`src/rtl/pipe_pkg.sv`:
```
// Shared pipeline definitions: forwarding-mux select codes, the hard-wired
// zero register, and the shadow-entry type that tracks destination metadata
// for instructions in ID/EX, EX/MEM and MEM/WB.
package pipe_pkg;

    localparam int REG_IDX_W = 5;

    localparam logic [1:0] FWD_REGFILE = 2'd0;
    localparam logic [1:0] FWD_EXMEM   = 2'd1;
    localparam logic [1:0] FWD_MEMWB   = 2'd2;

    localparam logic [REG_IDX_W-1:0] REG_ZERO = '0;

    typedef struct packed {
        logic                 valid;
        logic [REG_IDX_W-1:0] dest;
        logic                 reg_write;
        logic                 mem_read;
    } shadow_entry_t;

    localparam shadow_entry_t SHADOW_EMPTY = '0;

    // An entry can only feed a consumer if it really writes a non-zero register.
    function automatic logic entry_live(shadow_entry_t e);
        return e.valid && e.reg_write && (e.dest != REG_ZERO);
    endfunction

    // True when entry e will produce the value of register r.
    function automatic logic entry_hits(shadow_entry_t e, logic [REG_IDX_W-1:0] r);
        return entry_live(e) && (e.dest == r);
    endfunction

endpackage

```
`src/rtl/fwd_hazard_unit_if.sv`:
```
// Decode-stage fields and pipeline control in, forwarding selects and
// stall/bubble controls out. The pipeline is the master, the hazard unit
// is the slave.
interface fwd_hazard_unit_if #(
    parameter int REG_W = 5,
    parameter int CNT_W = 32
);
    logic             id_valid;
    logic [REG_W-1:0] id_rs;
    logic [REG_W-1:0] id_rt;
    logic [REG_W-1:0] id_dest;
    logic             id_reg_write;
    logic             id_mem_read;
    logic             flush;
    logic             freeze;
    logic [1:0]       fwd_a;
    logic [1:0]       fwd_b;
    logic             stall;
    logic             bubble;
    logic [CNT_W-1:0] stall_count;

    modport master (
        output id_valid, id_rs, id_rt, id_dest, id_reg_write, id_mem_read,
        output flush, freeze,
        input  fwd_a, fwd_b, stall, bubble, stall_count
    );

    modport slave (
        input  id_valid, id_rs, id_rt, id_dest, id_reg_write, id_mem_read,
        input  flush, freeze,
        output fwd_a, fwd_b, stall, bubble, stall_count
    );
endinterface

```
`src/rtl/fwd_shadow_stage.sv`:
```
// One shadow pipeline register holding destination metadata. Holds while
// load is low; when loading, clear substitutes an empty (invalid) entry.
module fwd_shadow_stage
    import pipe_pkg::*;
(
    input  logic          clock,
    input  logic          reset,
    input  logic          load,
    input  logic          clear,
    input  shadow_entry_t d,
    output shadow_entry_t q
);

    // Capture the upstream entry (or an empty one) on each unfrozen edge.
    always_ff @(posedge clock) begin
        // NOTE: non-blocking assignment so every shadow stage samples its
        // predecessor's old value and the chain shifts cleanly on one edge.
        if (reset) begin
            q <= SHADOW_EMPTY;
        end else if (load) begin
            q <= clear ? SHADOW_EMPTY : d;
        end
    end

endmodule

```
`src/rtl/fwd_hazard_unit.sv`:
```
// Forwarding and load-use hazard controller for the five-stage pipeline.
// Tracks producers in a private three-deep shadow pipeline, derives EX
// forwarding selects one cycle ahead, and raises stall/bubble on load-use.
module fwd_hazard_unit
    import pipe_pkg::*;
#(
    parameter int REG_W = 5,
    parameter int CNT_W = 32
)
(
    input logic              clock,
    input logic              reset,
    fwd_hazard_unit_if.slave bus
);

    localparam int N_STAGES = 3;

    logic [REG_W-1:0] id_rs;
    logic [REG_W-1:0] id_rt;
    shadow_entry_t    id_entry;

    // Index 0 = ID/EX, 1 = EX/MEM, 2 = MEM/WB.
    shadow_entry_t    shadow_q [N_STAGES];
    shadow_entry_t    shadow_d [N_STAGES];

    logic             hazard;
    logic             stall_c;
    logic             bubble_c;
    logic [1:0]       next_a;
    logic [1:0]       next_b;
    logic [1:0]       fwd_a_q;
    logic [1:0]       fwd_b_q;
    logic [CNT_W-1:0] count_q;

    assign id_rs = bus.id_rs;
    assign id_rt = bus.id_rt;

    // Metadata the ID instruction leaves behind when it moves into EX.
    assign id_entry = '{valid:     bus.id_valid,
                        dest:      bus.id_dest,
                        reg_write: bus.id_reg_write,
                        mem_read:  bus.id_mem_read};

    // Load-use detection; flush squashes the consumer, freeze suppresses both.
    always_comb begin
        // NOTE: every output gets a default first so no path infers a latch.
        hazard   = 1'b0;
        stall_c  = 1'b0;
        bubble_c = 1'b0;
        hazard   = bus.id_valid && shadow_q[0].mem_read &&
                   (entry_hits(shadow_q[0], id_rs) || entry_hits(shadow_q[0], id_rt));
        if (!bus.freeze) begin
            stall_c  = hazard && !bus.flush;
            bubble_c = hazard || bus.flush;
        end
    end

    // Next forwarding selects: the newest producer (ID/EX, moving to EX/MEM) wins.
    always_comb begin
        next_a = FWD_REGFILE;
        next_b = FWD_REGFILE;
        if (entry_hits(shadow_q[0], id_rs))      next_a = FWD_EXMEM;
        else if (entry_hits(shadow_q[1], id_rs)) next_a = FWD_MEMWB;
        if (entry_hits(shadow_q[0], id_rt))      next_b = FWD_EXMEM;
        else if (entry_hits(shadow_q[1], id_rt)) next_b = FWD_MEMWB;
    end

    // Shadow chain inputs: ID fields feed stage 0, each later stage its predecessor.
    always_comb begin
        shadow_d[0] = id_entry;
        for (int i = 1; i < N_STAGES; i++) begin
            shadow_d[i] = shadow_q[i-1];
        end
    end

    for (genvar i = 0; i < N_STAGES; i++) begin : g_shadow
        fwd_shadow_stage u_stage (
            .clock (clock),
            .reset (reset),
            .load  (!bus.freeze),
            .clear ((i == 0) ? bubble_c : 1'b0),
            .d     (shadow_d[i]),
            .q     (shadow_q[i])
        );
    end

    // Registered forwarding selects, zeroed for the bubble entering EX.
    always_ff @(posedge clock) begin
        if (reset) begin
            fwd_a_q <= FWD_REGFILE;
            fwd_b_q <= FWD_REGFILE;
        end else if (!bus.freeze) begin
            fwd_a_q <= bubble_c ? FWD_REGFILE : next_a;
            fwd_b_q <= bubble_c ? FWD_REGFILE : next_b;
        end
    end

    // Saturating load-use stall counter; stall is already zero while frozen.
    always_ff @(posedge clock) begin
        if (reset) begin
            count_q <= '0;
        end else if (stall_c && (count_q != {CNT_W{1'b1}})) begin
            count_q <= count_q + CNT_W'(1);
        end
    end

    assign bus.fwd_a       = fwd_a_q;
    assign bus.fwd_b       = fwd_b_q;
    assign bus.stall       = stall_c;
    assign bus.bubble      = bubble_c;
    assign bus.stall_count = count_q;

endmodule

```
`src/flat_wrapper.sv`:
```
// flat-port wrapper written by rule: the top's interface ports become plain ports
module fwd_hazard_unit_flat import pipe_pkg::*;
#(
    parameter int REG_W = 5,
    parameter int CNT_W = 32
)
  (clock, reset, bus_id_valid, bus_id_rs, bus_id_rt, bus_id_dest, bus_id_reg_write, bus_id_mem_read, bus_flush, bus_freeze, bus_fwd_a, bus_fwd_b, bus_stall, bus_bubble, bus_stall_count);
  fwd_hazard_unit_if #(.REG_W(REG_W), .CNT_W(CNT_W)) bus_i ();
  input logic clock;
  input logic reset;
  input wire logic [$bits(bus_i.id_valid)-1:0] bus_id_valid;
  input wire logic [$bits(bus_i.id_rs)-1:0] bus_id_rs;
  input wire logic [$bits(bus_i.id_rt)-1:0] bus_id_rt;
  input wire logic [$bits(bus_i.id_dest)-1:0] bus_id_dest;
  input wire logic [$bits(bus_i.id_reg_write)-1:0] bus_id_reg_write;
  input wire logic [$bits(bus_i.id_mem_read)-1:0] bus_id_mem_read;
  input wire logic [$bits(bus_i.flush)-1:0] bus_flush;
  input wire logic [$bits(bus_i.freeze)-1:0] bus_freeze;
  output wire logic [$bits(bus_i.fwd_a)-1:0] bus_fwd_a;
  output wire logic [$bits(bus_i.fwd_b)-1:0] bus_fwd_b;
  output wire logic [$bits(bus_i.stall)-1:0] bus_stall;
  output wire logic [$bits(bus_i.bubble)-1:0] bus_bubble;
  output wire logic [$bits(bus_i.stall_count)-1:0] bus_stall_count;
  assign bus_i.id_valid = bus_id_valid;
  assign bus_i.id_rs = bus_id_rs;
  assign bus_i.id_rt = bus_id_rt;
  assign bus_i.id_dest = bus_id_dest;
  assign bus_i.id_reg_write = bus_id_reg_write;
  assign bus_i.id_mem_read = bus_id_mem_read;
  assign bus_i.flush = bus_flush;
  assign bus_i.freeze = bus_freeze;
  assign bus_fwd_a = bus_i.fwd_a;
  assign bus_fwd_b = bus_i.fwd_b;
  assign bus_stall = bus_i.stall;
  assign bus_bubble = bus_i.bubble;
  assign bus_stall_count = bus_i.stall_count;
  fwd_hazard_unit #(.REG_W(REG_W), .CNT_W(CNT_W)) u_core (.clock(clock), .reset(reset), .bus(bus_i));
endmodule
```
`config.mk`:
```
export PLATFORM = sky130hd
export DESIGN_NAME = fwd_hazard_unit_flat
export DESIGN_NICKNAME = d
export VERILOG_FILES = /design/src/rtl/pipe_pkg.sv /design/src/rtl/fwd_hazard_unit_if.sv /design/src/rtl/fwd_shadow_stage.sv /design/src/rtl/fwd_hazard_unit.sv /design/src/flat_wrapper.sv
export SDC_FILE = /design/constraint.sdc
export NUM_CORES = 1
export LEC_CHECK = 0
export ABC_AREA = 1
export CORE_ASPECT_RATIO = 2
export CORE_MARGIN = 1
export CORE_UTILIZATION = 56
export CTS_CLUSTER_DIAMETER = 100
export CTS_CLUSTER_SIZE = 20
export DETAILED_ROUTE_END_ITERATION = 8
export GPL_TIMING_DRIVEN = 0
export PLACE_DENSITY_LB_ADDON = 0.2
export SYNTH_ARGS = -nofsm -noshare
export SYNTH_HDL_FRONTEND = slang
export SYNTH_HIERARCHICAL = 1
export SYNTH_SLANG_ARGS = --single-unit
```
`constraint.sdc`:
```
create_clock -name clock -period 3 [get_ports clock]
set_clock_uncertainty 0.15 [all_clocks]
set_input_delay 0.75 -clock clock [delete_from_list [all_inputs] [get_ports clock]]
set_output_delay 0.75 -clock clock [all_outputs]
set_load 0.03 [all_outputs]
```
==> results.py, run 1 <==
metrics = {
    "global_route": {
        "grt_usage_pct": 29.7,
        "grt_pass1_wl_mm": 12.7,
        "overflow": 0,
        "grt_max_degree": 18,
        "antenna_found_initial": 0,
        "grt_pass1_vias": 3081,
    },
    "layout": {
        "seq_area_sq_mm": 0.00102,
        "fillCellCount": 443,
        "nets": 580,
        "drive_above_1_share_pct": 14.0,
        "syn2layout_area_growth_pct": 25.3,
        "design_area_sq_mm": 0.00387,
        "final_cell_mix": "nand2_1 (141), nor2_1 (80), dfxtp_1 (51), clkdlybuf4s50_1 (46), inv_1 (41)",
        "multi_input_area_sq_mm": 0.00181,
        "final_common_cell": "nand2_1",
        "antenna_cells": 0,
    },
    "route": {
        "ant_nets": 0,
        "drt_iter0_drc": 105,
        "drt_wl_total_mm": 8.19,
        "vias_per_cell": 5.38,
        "vias": 3311,
        "drt-wirelength-per-cell_um": 13.3,
        "drcViolationCount": 0,
        "first_pass_iters": 4,
    },
    "flow_run": {
        "cap_violations": 0,
    },
    "placement": {
        "placed_cell_area_sq_mm": 0.00374,
        "gp_congestion": 0.872,
        "dp_hpwl_mm": 6.24,
        "io_buffers": 58,
    },
    "setup_path": {
        "cp.required_ps": 2100,
        "critPathLaunchType": "input pin",
        "reg2reg_depth": 12,
        "critPathCaptureType": "output port",
        "crit_fanout": 3,
        "arrival_ps": 1980,
        "r2r-end": "u_core/bus.stall_count[26]",
        "path_class": "input pin to output port",
        "crit_start": "bus_id_rs[1]",
        "reg2reg_slack_ps": 790,
        "r2r_start": "u_core/bus.stall_count[1]",
        "setup.worst_path.end": "bus_bubble",
    },
    "clocking": {
        "clock_latency_ps": 320,
        "cts.sinks": 51,
        "cts_buffer_depth": 2,
        "cts_tree": "built",
        "clk_pin_slew_ps": 100,
        "cts_max_level": 2,
        "ctsHoldBuffers": 0,
        "cts_root_buffer": "clkbuf_8",
        "numCtsBuffers": 5,
    },
    "die": {
        "fp-row-count": 37,
        "start_util_pct": 59.1,
        "dieArea_sq_mm": 0.00584,
        "die_w_um": 54.5,
        "fp.dieH_um": 107,
        "coreArea_sq_mm": 0.00523,
        "io_pins": 60,
    },
    "sta": {
        "grt_setup_unrepaired": "false",
        "period_share_pct": 96.1,
        "fin_crit_ps": 2880,
        "whs_ps": 322,
        "setup_viol": 0,
        "slew_viol_final": 0,
        "final_hold_viol_count": 0,
        "fmax_mhz": 347,
    },
    "logic_synthesis": {
        "yosys_warnings": 6,
        "synth_area_sq_mm": 0.00309,
        "syn_nets": 510,
        "avgSynthCellArea_sq_um": 6.35,
        "synthesis.instances": 487,
    },
    "pwr": {
        "p_per_area_mw_per_mm2": 316,
        "ir_worst_vdd_uv": 430,
        "leakagePower_nw": 1.45,
    },
    "outcome": {
        "status": "finished clean",
    },
    "hold_path": {
        "hold_path_class": "flip-flop to flip-flop",
    },
}
## final cells by class
cell class | instances | area share [%]
multi-input cells | 377 | 46.8
clock inverters | 3 | 0.614
plain buffers | 11 | 2.26
well taps | 58 | 1.87
inverters | 48 | 4.65
clock buffers | 5 | 1.78
repair buffers | 63 | 15.6
flip-flops and latches | 51 | 26.4
## metal layers
| layer | GRT usage, % | up-vias | part of all wire, % |
|---|---|---|---|
| li1 | - | 1671 | - |
| met1 | 24.4 | 1509 | 35 |
| met2 | 58.9 | 97 | 56 |
| met3 | 4.26 | 34 | 4.0 |
| met4 | 17.0 | 0 | 5.3 |
| met5 | 0 | - | 0 |
## how the worst min path moves through the flow
| stage | start | endpoint | slack [ps] | depth (start not counted) |
|---|---|---|---|---|
| 3_5_place_dp | u_core/bus.fwd_b[0] | u_core/bus.fwd_b[0] | 310 | 2 |
| 3_3_place_gp | u_core/bus.fwd_b[0] | u_core/bus.fwd_b[0] | 300 | 2 |
| 5_1_grt | u_core/g_shadow[0].u_stage/q[0] | u_core/g_shadow[0].u_stage/q[0] | 340 | 2 |
| 2_1_floorplan | u_core/g_shadow[1].u_stage/q[7] | u_core/g_shadow[1].u_stage/q[7] | 290 | 2 |
| 4_1_cts | u_core/bus.fwd_b[0] | u_core/bus.fwd_b[0] | 320 | 2 |
| 6_report | u_core/g_shadow[0].u_stage/q[0] | u_core/g_shadow[0].u_stage/q[0] | 320 | 2 |
## sequential cells by signal, summed over array words and instances (netlist names)
register,count
u_core/bus.stall_count,32
u_core/g_shadow.u_stage/q,15
u_core/bus.fwd_b,2
u_core/bus.fwd_a,2
## worst max-delay path: stages
cell           delay (ps)
dlygate4sd2_1         250
inv_2                  70
nand2_1                50
nand2_1                50
nand2_1                60
nor2_2                110
nand3_2               110
nand2_4               120
a21oi_1                70
nor2_2                170
buf_6                 160
## through the flow
step / setup TNS, ps / setup WS (ps) / std cells / util (%) / power (mW)
3_5_place_dp: -1720 / -930 / 603 / 71.6 / 0.824
5_1_grt: 0 / 7.51 / 616 / 74.0 / 1.26
2_1_floorplan: 0 / 255 / 487 / - / 0.773
4_1_cts: 0 / 41.7 / 616 / 74.0 / 1.23
3_3_place_gp: -1670 / -895 / 603 / 71.6 / 0.821
6_report: 0 / 117 / 616 / 74.0 / 1.22
## where the power goes
| group | switching [mW] | total, mW | internal, mW | leakage, nW |
|---|---|---|---|---|
| Sequential | 0.0115 | 0.695 | 0.683 | 0.412 |
| Combinational | 0.0629 | 0.115 | 0.0516 | 0.998 |
| Clock | 0.246 | 0.413 | 0.167 | 0.0408 |
## timing repair
action,CTS,global route
cloned,0,0
endpoints found under the setup margin,2,2
gates resized for setup,27,2
pin swaps,8,6
buffers inserted,5,0
Power figures use the tool's default switching activity.
==> inputs of run 2 (changes only) <==
--- a/config.mk
+++ b/config.mk
@@ -6,7 +6,6 @@
 export NUM_CORES = 1
 export LEC_CHECK = 0
 export ABC_AREA = 1
-export CORE_ASPECT_RATIO = 2
 export CORE_MARGIN = 1
 export CORE_UTILIZATION = 56
 export CTS_CLUSTER_DIAMETER = 100
==> results.py, run 2 (synthesized netlist as in run 1, its figures left out) <==
metrics = {
    "die": {
        "fp-row-count": 26,
        "fp.dieH_um": 76.3,
        "start_util_pct": 59.4,
        "die_w_um": 76.3,
        "coreArea_sq_mm": 0.00520,
        "io_pins": 60,
        "dieArea_sq_mm": 0.00582,
    },
    "global_route": {
        "grt_usage_pct": 28.4,
        "grt_pass1_wl_mm": 13.6,
        "grt_pass1_vias": 3000,
        "overflow": 0,
        "antenna_found_initial": 0,
        "grt_max_degree": 16,
    },
    "route": {
        "drt_wl_total_mm": 8.05,
        "ant_nets": 0,
        "first_pass_iters": 5,
        "vias_per_cell": 5.31,
        "drcViolationCount": 0,
        "vias": 3357,
        "drt-wirelength-per-cell_um": 12.7,
        "drt_iter0_drc": 268,
    },
    "sta": {
        "final_hold_viol_count": 0,
        "setup_viol": 0,
        "whs_ps": 321,
        "slew_viol_final": 0,
        "grt_setup_unrepaired": "false",
        "setup_ws_ps": 111,
        "period_share_pct": 96.3,
        "tightest_slew_ps": 537,
        "relSlewSlack_pct": 64.2,
        "fmax_mhz": 346,
        "fin_crit_ps": 2890,
    },
    "layout": {
        "largest_reg_flops": 32,
        "design_area_sq_mm": 0.00394,
        "syn2layout_area_growth_pct": 27.4,
        "drive_above_1_share_pct": 14.2,
        "final_cell_mix": "nand2_1 (141), nor2_1 (81), dfxtp_1 (51), clkdlybuf4s50_1 (46), inv_1 (42)",
        "final_cells": 632,
        "nets": 584,
        "antenna_cells": 0,
        "final_common_cell": "nand2_1",
    },
    "placement": {
        "io_buffers": 58,
        "dpl.cell_count": 615,
        "dp_hpwl_mm": 5.82,
        "pre_cts_slack_ps": -792,
        "gp_congestion": 0.887,
        "placed_cell_area_sq_mm": 0.00376,
    },
    "flow_run": {
        "cap_violations": 0,
    },
    "setup_path": {
        "critPathLaunchType": "input pin",
        "critPathCaptureType": "output port",
        "crit_chain": "dlygate4sd2_1 -> inv_2 -> nand2_1 -> nand2_1 -> nand2_1 -> nor2_1 -> nand3_2 -> nand2_4 -> nand3_4 -> buf_8 -> inv_2 -> buf_6",
        "crit_fanout": 3,
        "arrival_ps": 1990,
        "max_stage_delay_ps": 250,
        "crit_slowest_cell": "dlygate4sd2_1",
        "cp.required_ps": 2100,
        "cp_common_cell": "nand2_1",
        "path_class": "input pin to output port",
    },
    "clocking": {
        "numCtsBuffers": 5,
        "clock_latency_ps": 310,
        "cts_buffer_depth": 2,
        "ctsHoldBuffers": 0,
        "clk_pin_slew_ps": 80,
        "cts_tree": "built",
        "cts_max_level": 2,
        "cts_root_buffer": "clkbuf_8",
        "cts.sinks": 51,
    },
    "pwr": {
        "leakagePower_nw": 1.50,
        "ir_worst_vdd_uv": 245,
        "p_per_area_mw_per_mm2": 317,
        "power_mw": 1.25,
    },
    "outcome": {
        "status": "finished clean",
    },
    "hold_path": {
        "hold_path_class": "flip-flop to flip-flop",
    },
}
==> run 2: through the flow <==
stage	util (%)	TNS, ps
floorplan	-	0
global placement	72.2	-1580
detailed placement	72.2	-1570
CTS	75.2	0
global route	75.6	0
finish	75.6	0
==> run 2: layout make-up <==
type	count	area, sq um
inverters	48	180
plain buffers	11	87.6
clock inverters	1	7.51
multi-input cells	377	1810
clock buffers	7	96.3
fillers	416	1270
well taps	70	87.6
repair buffers	67	646
flip-flops and latches	51	1020
==> run 2: repair_timing <==
item | in CTS | in global routing
gates resized for setup | 26 | 2
gates cloned | 0 | 0
endpoints found under the hold margin | 0 | 0
setup buffers | 7 | 2
endpoints found under the setup margin | 2 | 2
pin swaps | 7 | 7
==> run 2: final timing paths <==
kind	from	end	slack (ps)	cells after the start
setup reg to reg	u_core/g_shadow[0].u_stage/q[2]	u_core/bus.stall_count[27]	850	10
setup / recovery	bus_id_rs[1]	bus_stall	110	12
hold / removal	u_core/g_shadow[1].u_stage/q[7]	u_core/g_shadow[1].u_stage/q[7]	320	2
hold reg to reg	u_core/g_shadow[1].u_stage/q[7]	u_core/g_shadow[1].u_stage/q[7]	320	2
==> run 2: power breakdown <==
part | total [mW] | switching, mW | internal (mW)
registers | 0.694 | 0.0109 | 0.683
logic | 0.116 | 0.0630 | 0.0528
clock network | 0.438 | 0.228 | 0.210
==> run 2: critical path: cells and delay by family <==
| family | cells | cell delay [ps] |
|---|---|---|
| and+or+nand+nor | 7 | 600 |
| buffers and inverters | 5 | 630 |
==> run 2: routing by layer <==
layer / vias up / track usage (%) / wire (um)
met1: 1525 / 38.8 / 3610
met5: - / 0 / 0
met3: 11 / 3.83 / 601
met2: 146 / 46.3 / 3740
met4: 0 / 9.04 / 96
li1: 1675 / - / -
